## config.mk

```make
export PLATFORM = sky130hd
export DESIGN_NAME = ysyx_23060332_mem_arb_flat
export DESIGN_NICKNAME = d
export VERILOG_FILES = /design/src/rtl/ysyx_23060332_mem_arb_if.sv /design/src/rtl/ysyx_23060332_mem_arb.sv /design/src/flat_wrapper.sv
export SDC_FILE = /design/constraint.sdc
export NUM_CORES = 1
export LEC_CHECK = 0
export BUFFER_PORTS_ARGS = -buffer_cell sky130_fd_sc_hd__clkbuf_2
export CORE_AREA = 2 2 111 113
export DETAILED_ROUTE_END_ITERATION = 8
export DIE_AREA = 0 0 113 115
export GPL_TIMING_DRIVEN = 0
export PLACE_DENSITY = 0.72
export SYNTH_ARGS = -nofsm -noshare
export SYNTH_HDL_FRONTEND = slang
export SYNTH_SLANG_ARGS = --single-unit
export TNS_END_PERCENT = 20
```

## constraint.sdc

```tcl
create_clock -name clk -period 1.8 [get_ports clk]
set_input_delay 0.18 -clock clk [delete_from_list [all_inputs] [get_ports clk]]
set_output_delay 0.18 -clock clk [all_outputs]
set_load 0.1 [all_outputs]
```

## src/rtl/ysyx_23060332_mem_arb_if.sv

```systemverilog
// Bus bundle for the memory arbiter: the fetch and load/store request
// channels, the single memory channel and the timeout error pulse.
//   slave  : the arbiter's view (takes requests, drives memory)
//   master : the environment's view (requesters plus memory model)
interface ysyx_23060332_mem_arb_if;
  // fetch side
  logic        ifu_req;
  logic [31:0] ifu_addr;
  logic        ifu_ready;
  logic        ifu_rvalid;
  logic [31:0] ifu_rdata;
  // load/store side
  logic        lsu_req;
  logic        lsu_wen;
  logic [31:0] lsu_addr;
  logic [31:0] lsu_wdata;
  logic [7:0]  lsu_wmask;
  logic        lsu_ready;
  logic        lsu_rvalid;
  logic [31:0] lsu_rdata;
  // memory side
  logic        mem_req;
  logic        mem_wen;
  logic [31:0] mem_addr;
  logic [31:0] mem_wdata;
  logic [7:0]  mem_wmask;
  logic        mem_gnt;
  logic        mem_rvalid;
  logic [31:0] mem_rdata;
  // error
  logic        err_timeout;

  modport slave (
    input  ifu_req, ifu_addr,
    output ifu_ready, ifu_rvalid, ifu_rdata,
    input  lsu_req, lsu_wen, lsu_addr, lsu_wdata, lsu_wmask,
    output lsu_ready, lsu_rvalid, lsu_rdata,
    output mem_req, mem_wen, mem_addr, mem_wdata, mem_wmask,
    input  mem_gnt, mem_rvalid, mem_rdata,
    output err_timeout
  );

  modport master (
    output ifu_req, ifu_addr,
    input  ifu_ready, ifu_rvalid, ifu_rdata,
    output lsu_req, lsu_wen, lsu_addr, lsu_wdata, lsu_wmask,
    input  lsu_ready, lsu_rvalid, lsu_rdata,
    input  mem_req, mem_wen, mem_addr, mem_wdata, mem_wmask,
    output mem_gnt, mem_rvalid, mem_rdata,
    input  err_timeout
  );
endinterface

```

## src/rtl/ysyx_23060332_mem_arb.sv

```systemverilog
// Two-requester memory arbiter (fetch + load/store) with one outstanding
// transaction, round-robin arbitration and a response timeout.
//   clk   : system clock, all state updates on the rising edge
//   rst_n : synchronous active-low reset
//   bus   : ysyx_23060332_mem_arb_if.slave -- ifu_*, lsu_*, mem_*, err_timeout
// Flow: IDLE accepts one winner (ready for one cycle) -> REQ holds mem_req
// until mem_gnt -> RESP waits for mem_rvalid, or synthesises an error
// response (0xDEADBEEF + err_timeout) after 256 silent cycles.
module ysyx_23060332_mem_arb (
  input  logic                           clk,
  input  logic                           rst_n,
  ysyx_23060332_mem_arb_if.slave         bus
);

  typedef enum logic [1:0] {
    IDLE = 2'd0,
    REQ  = 2'd1,
    RESP = 2'd2
  } state_t;

  localparam logic [31:0] TIMEOUT_DATA = 32'hDEAD_BEEF;

  state_t      state, state_nxt;
  logic        ptr_lsu;       // 1: LSU wins a tie on the next accept
  logic        own_lsu;       // owner of the outstanding transaction
  logic        lat_wen;
  logic [31:0] lat_addr;
  logic [31:0] lat_wdata;
  logic [7:0]  lat_wmask;
  logic [7:0]  tmo_cnt;
  logic        tmo_expired;   // counter sat at 255 through a silent cycle

  logic any_req;
  logic grant_lsu;

  assign any_req   = bus.ifu_req | bus.lsu_req;
  assign grant_lsu = bus.lsu_req & (~bus.ifu_req | ptr_lsu);

  // State register
  always_ff @(posedge clk) begin
    // NOTE: sequential state uses non-blocking assignments so every flop
    // samples pre-edge values regardless of process ordering.
    if (!rst_n) state <= IDLE;
    else        state <= state_nxt;
  end

  // Next-state logic
  always_comb begin
    // NOTE: default assignment first so no path leaves state_nxt unassigned
    // (which would infer a latch).
    state_nxt = state;
    case (state)
      IDLE:    if (any_req)     state_nxt = REQ;
      REQ:     if (bus.mem_gnt) state_nxt = RESP;
      RESP:    if (bus.mem_rvalid || tmo_expired) state_nxt = IDLE;
      default: state_nxt = IDLE;
    endcase
  end

  // Request latches, round-robin pointer and timeout counter
  always_ff @(posedge clk) begin
    if (!rst_n) begin
      ptr_lsu     <= 1'b1;
      own_lsu     <= 1'b0;
      lat_wen     <= 1'b0;
      lat_addr    <= '0;
      lat_wdata   <= '0;
      lat_wmask   <= '0;
      tmo_cnt     <= '0;
      tmo_expired <= 1'b0;
    end else begin
      // Latch only on acceptance; later input changes are ignored.
      if (state == IDLE && any_req) begin
        own_lsu   <= grant_lsu;
        ptr_lsu   <= ~grant_lsu;
        lat_addr  <= grant_lsu ? bus.lsu_addr : bus.ifu_addr;
        lat_wen   <= grant_lsu & bus.lsu_wen;
        lat_wdata <= grant_lsu ? bus.lsu_wdata : '0;
        // Reads (fetch or load) never carry a byte mask to memory.
        lat_wmask <= (grant_lsu && bus.lsu_wen) ? bus.lsu_wmask : '0;
      end
      if (state == REQ && bus.mem_gnt) begin
        tmo_cnt     <= '0;
        tmo_expired <= 1'b0;
      end
      // Count silent RESP cycles; saturate at 255 and flag expiry so the
      // error response comes one cycle after the counter reached 255.
      if (state == RESP && !bus.mem_rvalid) begin
        if (tmo_cnt == 8'hFF) tmo_expired <= 1'b1;
        else                  tmo_cnt     <= tmo_cnt + 8'd1;
      end
    end
  end

  // Outputs (gated by rst_n so a reset cycle shows all zeros, even mid-RESP)
  always_comb begin
    bus.ifu_ready   = 1'b0;
    bus.ifu_rvalid  = 1'b0;
    bus.ifu_rdata   = '0;
    bus.lsu_ready   = 1'b0;
    bus.lsu_rvalid  = 1'b0;
    bus.lsu_rdata   = '0;
    bus.mem_req     = 1'b0;
    bus.mem_wen     = 1'b0;
    bus.mem_addr    = '0;
    bus.mem_wdata   = '0;
    bus.mem_wmask   = '0;
    bus.err_timeout = 1'b0;
    if (rst_n) begin
      case (state)
        IDLE: begin
          if (grant_lsu)        bus.lsu_ready = 1'b1;
          else if (bus.ifu_req) bus.ifu_ready = 1'b1;
        end
        REQ: begin
          bus.mem_req   = 1'b1;
          bus.mem_wen   = lat_wen;
          bus.mem_addr  = lat_addr;
          bus.mem_wdata = lat_wdata;
          bus.mem_wmask = lat_wmask;
        end
        RESP: begin
          // A real response beats a simultaneous timeout.
          if (bus.mem_rvalid || tmo_expired) begin
            bus.err_timeout = ~bus.mem_rvalid;
            if (own_lsu) begin
              bus.lsu_rvalid = 1'b1;
              bus.lsu_rdata  = bus.mem_rvalid ? bus.mem_rdata : TIMEOUT_DATA;
            end else begin
              bus.ifu_rvalid = 1'b1;
              bus.ifu_rdata  = bus.mem_rvalid ? bus.mem_rdata : TIMEOUT_DATA;
            end
          end
        end
        default: ;
      endcase
    end
  end

endmodule

```

## src/flat_wrapper.sv

```systemverilog
// flat-port wrapper written by rule: the top's interface ports become plain ports
module ysyx_23060332_mem_arb_flat 
  (clk, rst_n, bus_ifu_req, bus_ifu_addr, bus_ifu_ready, bus_ifu_rvalid, bus_ifu_rdata, bus_lsu_req, bus_lsu_wen, bus_lsu_addr, bus_lsu_wdata, bus_lsu_wmask, bus_lsu_ready, bus_lsu_rvalid, bus_lsu_rdata, bus_mem_req, bus_mem_wen, bus_mem_addr, bus_mem_wdata, bus_mem_wmask, bus_mem_gnt, bus_mem_rvalid, bus_mem_rdata, bus_err_timeout);
  ysyx_23060332_mem_arb_if bus_i ();
  input  logic clk;
  input  logic rst_n;
  input wire logic [$bits(bus_i.ifu_req)-1:0] bus_ifu_req;
  input wire logic [$bits(bus_i.ifu_addr)-1:0] bus_ifu_addr;
  output wire logic [$bits(bus_i.ifu_ready)-1:0] bus_ifu_ready;
  output wire logic [$bits(bus_i.ifu_rvalid)-1:0] bus_ifu_rvalid;
  output wire logic [$bits(bus_i.ifu_rdata)-1:0] bus_ifu_rdata;
  input wire logic [$bits(bus_i.lsu_req)-1:0] bus_lsu_req;
  input wire logic [$bits(bus_i.lsu_wen)-1:0] bus_lsu_wen;
  input wire logic [$bits(bus_i.lsu_addr)-1:0] bus_lsu_addr;
  input wire logic [$bits(bus_i.lsu_wdata)-1:0] bus_lsu_wdata;
  input wire logic [$bits(bus_i.lsu_wmask)-1:0] bus_lsu_wmask;
  output wire logic [$bits(bus_i.lsu_ready)-1:0] bus_lsu_ready;
  output wire logic [$bits(bus_i.lsu_rvalid)-1:0] bus_lsu_rvalid;
  output wire logic [$bits(bus_i.lsu_rdata)-1:0] bus_lsu_rdata;
  output wire logic [$bits(bus_i.mem_req)-1:0] bus_mem_req;
  output wire logic [$bits(bus_i.mem_wen)-1:0] bus_mem_wen;
  output wire logic [$bits(bus_i.mem_addr)-1:0] bus_mem_addr;
  output wire logic [$bits(bus_i.mem_wdata)-1:0] bus_mem_wdata;
  output wire logic [$bits(bus_i.mem_wmask)-1:0] bus_mem_wmask;
  input wire logic [$bits(bus_i.mem_gnt)-1:0] bus_mem_gnt;
  input wire logic [$bits(bus_i.mem_rvalid)-1:0] bus_mem_rvalid;
  input wire logic [$bits(bus_i.mem_rdata)-1:0] bus_mem_rdata;
  output wire logic [$bits(bus_i.err_timeout)-1:0] bus_err_timeout;
  assign bus_i.ifu_req = bus_ifu_req;
  assign bus_i.ifu_addr = bus_ifu_addr;
  assign bus_ifu_ready = bus_i.ifu_ready;
  assign bus_ifu_rvalid = bus_i.ifu_rvalid;
  assign bus_ifu_rdata = bus_i.ifu_rdata;
  assign bus_i.lsu_req = bus_lsu_req;
  assign bus_i.lsu_wen = bus_lsu_wen;
  assign bus_i.lsu_addr = bus_lsu_addr;
  assign bus_i.lsu_wdata = bus_lsu_wdata;
  assign bus_i.lsu_wmask = bus_lsu_wmask;
  assign bus_lsu_ready = bus_i.lsu_ready;
  assign bus_lsu_rvalid = bus_i.lsu_rvalid;
  assign bus_lsu_rdata = bus_i.lsu_rdata;
  assign bus_mem_req = bus_i.mem_req;
  assign bus_mem_wen = bus_i.mem_wen;
  assign bus_mem_addr = bus_i.mem_addr;
  assign bus_mem_wdata = bus_i.mem_wdata;
  assign bus_mem_wmask = bus_i.mem_wmask;
  assign bus_i.mem_gnt = bus_mem_gnt;
  assign bus_i.mem_rvalid = bus_mem_rvalid;
  assign bus_i.mem_rdata = bus_mem_rdata;
  assign bus_err_timeout = bus_i.err_timeout;
  ysyx_23060332_mem_arb u_core (.clk(clk), .rst_n(rst_n), .bus(bus_i));
endmodule
```

==> key figures, run 1 <==
Route
  – WL/cell: 20.69 microns
  – DRC: 16
  – Vias/cell: 5.449
  – Top Metal Used: met4
  – Vias: 5122
  – 1st-pass router iterations: 7
  – Final wirelength: 19.45 mm
  – Initial DRC count: 334
  – WL met3: 1.132 mm
  – Wl on met1: 7.445 mm
  – Antenna-violating nets left: 0
  – Met2 WL: 10.36 mm

Die
  – I/O pins: 286
  – Die height: 115 microns
  – Die X: 113 microns
  – Die ar.: 13000 sq um
  – Core area: 11810 sq um
  – Num rows: 40
  – Initial Util: 0.3618

Worst setup path
  – Crit Path Class: register to output port
  – Crit path required time: 1.62 ns
  – Crit end category: output port
  – Max stage delay on crit path: 0.47 ns
  – Buf/Inv on CP: 2
  – Largest delay share family, worst path: simple AND/OR/NAND/NOR gates
  – Crit Path Max Fanout: 8
  – Critical Path AT: 2.00 ns
  – Crit-path slowest cell: or4b_4
  – CP startpoint kind: register
  – Critical path, cell by cell: or4b_4, o21bai_4, buf_12, nor2_4, clkbuf_16

Yosys
  – Count leader, synth: dfxtp_1
  – Syn_nets: 631
  – Synth area leaders: dfxtp_1, and3_1, mux2i_1
  – Post-Syn Area per Cell: 8.774 sq um
  – Area share of the largest cell type after synthesis: 0.4029
  – Post-synth top cells: dfxtp_1, and3_1, nor2_1
  – Yosys warnings: 0
  – Dominant cell type by area after synthesis: dfxtp_1
  – Dominant synthesized flop cell: dfxtp_1
  – #FFs+latches synth: 86
  – Distinct cells, synth: 46
  – Post-synthesis instance total: 487
  – Register area share after synthesis: 0.4029
  – Syn Std Cell Area: 4273 sq um
  – FFs w/ async S/R, synth: 0
  – Post-synth EDFFs: 0

GRT
  – First-pass GRT wire length: 28.61 mm
  – Total grt overflow: 0
  – Initial antenna violation count: 0
  – Largest net degree at the start of global routing: 16
  – GRT Total Usage: 0.2783
  – Vias in the first global route: 5235

Clock network
  – H-tree Lvls: 3
  – CTS buffer count: 9
  – Clk Tree Root Cell: clkbuf_16
  – CTS tree: done
  – Clk Latency, worst-skew pair: 0.34 ns
  – Post-CTS Hold Buffers: 0
  – Sink Count: 86
  – Clock transition at path regs: 0.07 ns
  – Clock buffer depth: 2

Timing
  – Final hold violations: 0
  – Final worst path period share: 1.210
  – Worst-Margin Slew: 0.7184 ns
  – RSZ-0062 raised after global routing: true
  – Hold slack: 0.04923 ns
  – Min Tclk post-route: 2.177 ns
  – FMAX: 459.3 MHz
  – Final WS setup: -0.3773 ns
  – Rel. slew slack: 0.5185
  – Max-slew violations: 0
  – Final setup violation count: 122
  – Clk_skew: 0.007140 ns

Power
  – Power Density: 611.9 nW/um^2
  – VDD IR max: 0.4766 mV
  – Total power: 5537 uW
  – Leakage: 0.004165 uW

Layout
  – Fill cells: 719
  – P&R area growth vs syn: 111.8%
  – Share of post-route cells with drive strength above 1: 0.5120
  – Final Net Count: 932
  – Final core utilization: 0.7662
  – # diodes: 0

Flow run
  – Max-cap viol count: 0

Run status
  – Failing checks: design-rule violations, negative setup slack
  – Status: finished with violations

Placement
  – PortBufs: 284
  – Final GP Congestion: 0.8766
  – DP Wirelength: 11.56 mm

Min path
  – Worst Hold Class: input pin to register
cells by family after synthesis:
group | count (synthesis) | share of synthesized area
and+or+nand+nor | 213 | 0.2638
adders and majority gates | 1 | 0.002928
DFF | 86 | 0.4029
muxes | 33 | 0.07731
buffers and inverters | 53 | 0.05212
AOI/OAI and AO/OA | 101 | 0.2009
placed cells by master, fill, tap and decap left out, types with 2 or more instances in the layout:
cell	instances
a21oi_1	5
o2bb2ai_1	32
clkinvlp_4	3
buf_2	7
o21a_1	3
buf_6	6
nor2_4	47
clkbuf_1	23
or3_1	2
clkbuf_4	7
clkbuf_2	144
inv_1	2
a22o_1	34
clkbuf_16	105
clkbuf_8	42
dfxtp_2	2
nor2b_1	25
and3_1	78
a32o_1	6
mux2i_1	33
buf_4	11
inv_6	2
o21ai_0	2
nand2_1	15
a31oi_1	3
nor2_1	13
o311ai_0	2
nor2_2	10
buf_12	3
dfxtp_1	83
nand3_1	11
power breakdown:
group          internal, uW  switching, uW  total, uW
registers              2060           90.3       2150
logic                   576            916       1490
clock network          1090            812       1900
total                  3720           1820       5540
worst paths after layout:
| check | start | end | slack [ns] | cells past startpoint |
|---|---|---|---|---|
| max | u_core.state[1]$_SDFFE_PN0P_ | bus_ifu_rdata[19] | -0.38 | 5 |
| max reg2reg | u_core.state[0]$_SDFFE_PN0P_ | u_core.lat_addr[27]$_SDFFE_PN0P_ | 0.01 | 7 |
| min | bus_lsu_wmask[6] | u_core.lat_wmask[6]$_SDFFE_PN0P_ | 0.05 | 2 |
| min reg2reg | u_core.lat_addr[4]$_SDFFE_PN0P_ | u_core.lat_addr[4]$_SDFFE_PN0P_ | 0.46 | 1 |
state kept, by name (all words and copies together), names as in the netlist:
register            flops
u_core.lat_addr        32
u_core.state            2
u_core.lat_wdata       32
u_core.tmo_expired      1
u_core.own_lsu          1
u_core.lat_wmask        8
u_core.ptr_lsu          1
u_core.lat_wen          1
u_core.tmo_cnt          8
per-stage QoR:
step                      cell area [sq um]  worst slack [ns]  std cells  setup TNS (ns)
after floorplan                        4687           -0.3654        487          -25.98
after global placement                 6292           -0.6667        918          -49.26
after detailed placement               6292           -0.6894        918          -51.93
after CTS                              9015           -0.4559        941          -26.13
after global routing                   9050           -0.4075        940          -38.89
final                                  9050           -0.3773        940          -26.12
layer usage:
| layer | GRT usage | vias to the layer above |
|---|---|---|
| li1 | - | 2374 |
| met5 | 0 | - |
| met4 | 0.1171 | 0 |
| met2 | 0.5206 | 227 |
| met1 | 0.3113 | 2484 |
| met3 | 0.04902 | 37 |
cell type report:
class	count	area, sq um	area share
Clock buffer	10	229.0	0.02530
Timing Repair Buffer	291	3755	0.4149
Tap cell	147	183.9	0.02032
Inverter	5	26.28	0.002903
Clock inverter	6	68.82	0.007604
Multi-Input combinational cell	348	2733	0.3019
Buffer	47	326.6	0.03608
Sequential cell	86	1728	0.1909
worst reg2reg max path, delay by kind of cell, from the launching register on:
family          cells  cell delay (ns)
compound gates      2             0.33
buf+inv             3             0.54
flops               1             0.36
simple gates        2             0.43
what timing repair did:
action / 4_1_cts / 5_1_grt
pin swaps: 2 / 7
setup endpoints to repair: 143 / 204
setup buffers: 6 / 0
cloned: 1 / 0
endpoints found under the hold margin: 0 / 0
resized for setup: 404 / 21
No activity file was read; power rests on OpenSTA's default activity.
==> run 2, diff against run 1 <==
ABC_AREA = 1   (was not set)
CORE_AREA = 2 2 110 112   (was 2 2 111 113)
DIE_AREA = 0 0 112 114   (was 0 0 113 115)
PLACE_DENSITY = 0.77   (was 0.72)
==> key figures, run 2 <==
Worst setup path
  – Crit-path slowest cell: dfxtp_2
  – Crit end category: output port
  – CP most frequent cell: inv_4
  – Crit path required time: 1.62 ns
  – Worst reg2reg path endpoint: u_core.tmo_cnt[5]$_SDFF_PN0_
  – CP startpoint kind: register
  – Max stage delay on crit path: 0.36 ns
  – Crit Path Max Fanout: 8
  – Register-to-Register Path Depth: 8
  – RR Startpoint: u_core.tmo_cnt[0]$_SDFF_PN0_
  – Critical path, cell by cell: inv_4, nor2_4, inv_4, nor3_4, inv_1, nor2_2, clkbuf_8
  – Critical Path AT: 1.99 ns
  – Reg-to-reg slack, setup: 0.05 ns
  – Crit Path Class: register to output port

Yosys
  – Yosys warnings: 0
  – Count leader, synth: nor2_1
  – Post-synthesis instance total: 730
  – Syn Std Cell Area: 4730 sq um
  – Dominant synthesized flop cell: dfxtp_1
  – Post-Syn Area per Cell: 6.479 sq um
  – Dominant cell type by area after synthesis: dfxtp_1
  – Synth area leaders: dfxtp_1, nor2_1, inv_1
  – Syn_nets: 874
  – #FFs+latches synth: 86
  – Area share of the largest cell type after synthesis: 0.3640
  – Post-synth top cells: nor2_1, inv_1, nand2_1
  – Distinct cells, synth: 30
  – FFs w/ async S/R, synth: 0
  – Post-synth EDFFs: 0
  – Register area share after synthesis: 0.3640

Timing
  – FMAX: 461.3 MHz
  – Max-slew violations: 0
  – Final hold violations: 0
  – Final WS setup: -0.3677 ns
  – Min Tclk post-route: 2.168 ns
  – Rel. slew slack: 0.5821
  – Hold slack: 0.06644 ns
  – Worst-Margin Slew: 0.6269 ns
  – Final setup violation count: 117
  – Final worst path period share: 1.204
  – RSZ-0062 raised after global routing: true
  – Clk_skew: 0.01296 ns

Layout
  – # diodes: 0
  – Share of post-route cells with drive strength above 1: 0.5058
  – Fill cells: 500
  – Final Cell Area: 10080 sq um
  – Leading cell type in the layout, fill and taps excluded: clkbuf_2
  – Final Net Count: 1181
  – Top flop regs: u_core.lat_addr: 32 flops, u_core.lat_wdata: 32 flops
  – Multi-input gate area: 3059 sq um
  – Final core utilization: 0.8611
  – Commonest non-fill, non-tap cells in the layout: clkbuf_2, inv_1, nand2_1
  – P&R area growth vs syn: 113.2%
  – Sequential cell area: 1727 sq um

Route
  – Antenna-violating nets left: 0
  – 1st-pass router iterations: 7
  – WL/cell: 24.06 microns
  – Vias/cell: 5.831
  – Final wirelength: 28.60 mm
  – Initial DRC count: 950
  – DRC: 0
  – Vias: 6933

Min path
  – Hold wc startpoint: bus_lsu_wdata[14]
  – Hold Crit Depth: 3
  – Hold EP: u_core.lat_wdata[14]$_SDFFE_PN0P_
  – Worst Hold Class: input pin to register

Die
  – I/O pins: 286
  – Die height: 114 microns
  – Num rows: 40
  – Core area: 11710 sq um
  – Die ar.: 12770 sq um
  – Die X: 112 microns
  – Initial Util: 0.4038

Power
  – Comb power frac: 0.314
  – Switching fraction of total power: 0.3648
  – Internal power: 3967 uW
  – P_sw: 2278 uW
  – VDD IR max: 0.6680 mV
  – Total power: 6245 uW
  – Part of the power in registers: 0.345
  – Power Density: 619.2 nW/um^2
  – Clock share of power: 0.341
  – Leakage: 0.004319 uW

Clock network
  – Post-CTS Hold Buffers: 0
  – Clock transition at path regs: 0.07 ns
  – CTS tree: done
  – CTS buffer count: 9
  – Clock buffer depth: 2
  – Sink Count: 86
  – Clk Tree Root Cell: clkbuf_16
  – Clk Latency, worst-skew pair: 0.35 ns
  – H-tree Lvls: 3

GRT
  – Largest net degree at the start of global routing: 16
  – Vias in the first global route: 6501
  – GRT Total Usage: 0.3683
  – Total grt overflow: 0
  – Initial antenna violation count: 0
  – First-pass GRT wire length: 36.57 mm

Placement
  – DP Wirelength: 11.96 mm
  – PortBufs: 284
  – Final GP Congestion: 0.8471
  – Placed inst area: 6790 sq um

Run status
  – Failing checks: negative setup slack
  – Status: finished with violations

Flow run
  – Max-cap viol count: 0
-- run 2: worst max-delay path: cells and delay by family, from the launching register on --
family	cells	cell delay (ns)
buf+inv	4	0.69
flops	1	0.36
simple gates	3	0.60
-- run 2: how the worst max path moves through the flow --
stage	slack [ns]	depth (start not counted)	startpoint	endpoint
after floorplan	-0.46	6	u_core.state[1]$_SDFFE_PN0P_	bus_lsu_rdata[0]
after global placement	-0.25	8	u_core.state[1]$_SDFFE_PN0P_	bus_lsu_rdata[5]
after detailed placement	-0.24	8	u_core.state[1]$_SDFFE_PN0P_	bus_lsu_rdata[5]
after CTS	-0.24	8	u_core.state[1]$_SDFFE_PN0P_	bus_ifu_rdata[10]
after global routing	-0.37	8	u_core.state[1]$_SDFFE_PN0P_	bus_lsu_rdata[11]
final	-0.37	7	u_core.state[1]$_SDFFE_PN0P_	bus_lsu_rdata[17]
-- run 2: area by class of cell --
class	count	area share
plain buffers	39	0.03437
clock buffers	11	0.02407
clock inverters	5	0.008561
inverters	134	0.05099
multi-input cells	472	0.3033
flip-flops and latches	86	0.1712
well taps	147	0.01824
repair buffers	295	0.3892
-- run 2: metrics by stage --
step,worst slack (ns),setup TNS [ns],cells
final,-0.3677,-19.29,1189
after global routing,-0.3736,-21.20,1189
after CTS,-0.2402,-11.58,1182
after detailed placement,-0.2363,-9.286,1161
after global placement,-0.2479,-10.42,1161
after floorplan,-0.4554,-18.70,730
-- run 2: cells by family after synthesis --
family | share of synthesized area
adders and majority gates | 0.002645
and+or+nand+nor | 0.3389
AOI/OAI and AO/OA | 0.1376
DFF | 0.3640
buffers and inverters | 0.1569
-- run 2: timing repair --
item / CTS / global route
buffers inserted: 4 / 5
cloned: 1 / 2
setup endpoints to repair: 142 / 142
gates resized for setup: 427 / 105
pin swaps: 4 / 5
-- run 2: per-layer routing --
metal / vias up / track usage / routed length, microns
met3: 245 / 0.1010 / 3056
li1: 2843 / - / -
met5: - / 0 / 0
met1: 3157 / 0.3975 / 9403
met4: 0 / 0.2195 / 2797
met2: 688 / 0.6477 / 13350
-- run 2: power by group through the flow --
| stage | Clock (uW) | Sequential [uW] | Combinational (uW) |
|---|---|---|---|
| 4_1_cts | 2080 | 2130 | 1720 |
| 2_1_floorplan | 0 | 2150 | 1120 |
| 3_3_place_gp | 0 | 2160 | 1480 |
| 6_report | 2130 | 2160 | 1960 |
| 5_1_grt | 2160 | 2160 | 2040 |
| 3_5_place_dp | 0 | 2170 | 1490 |
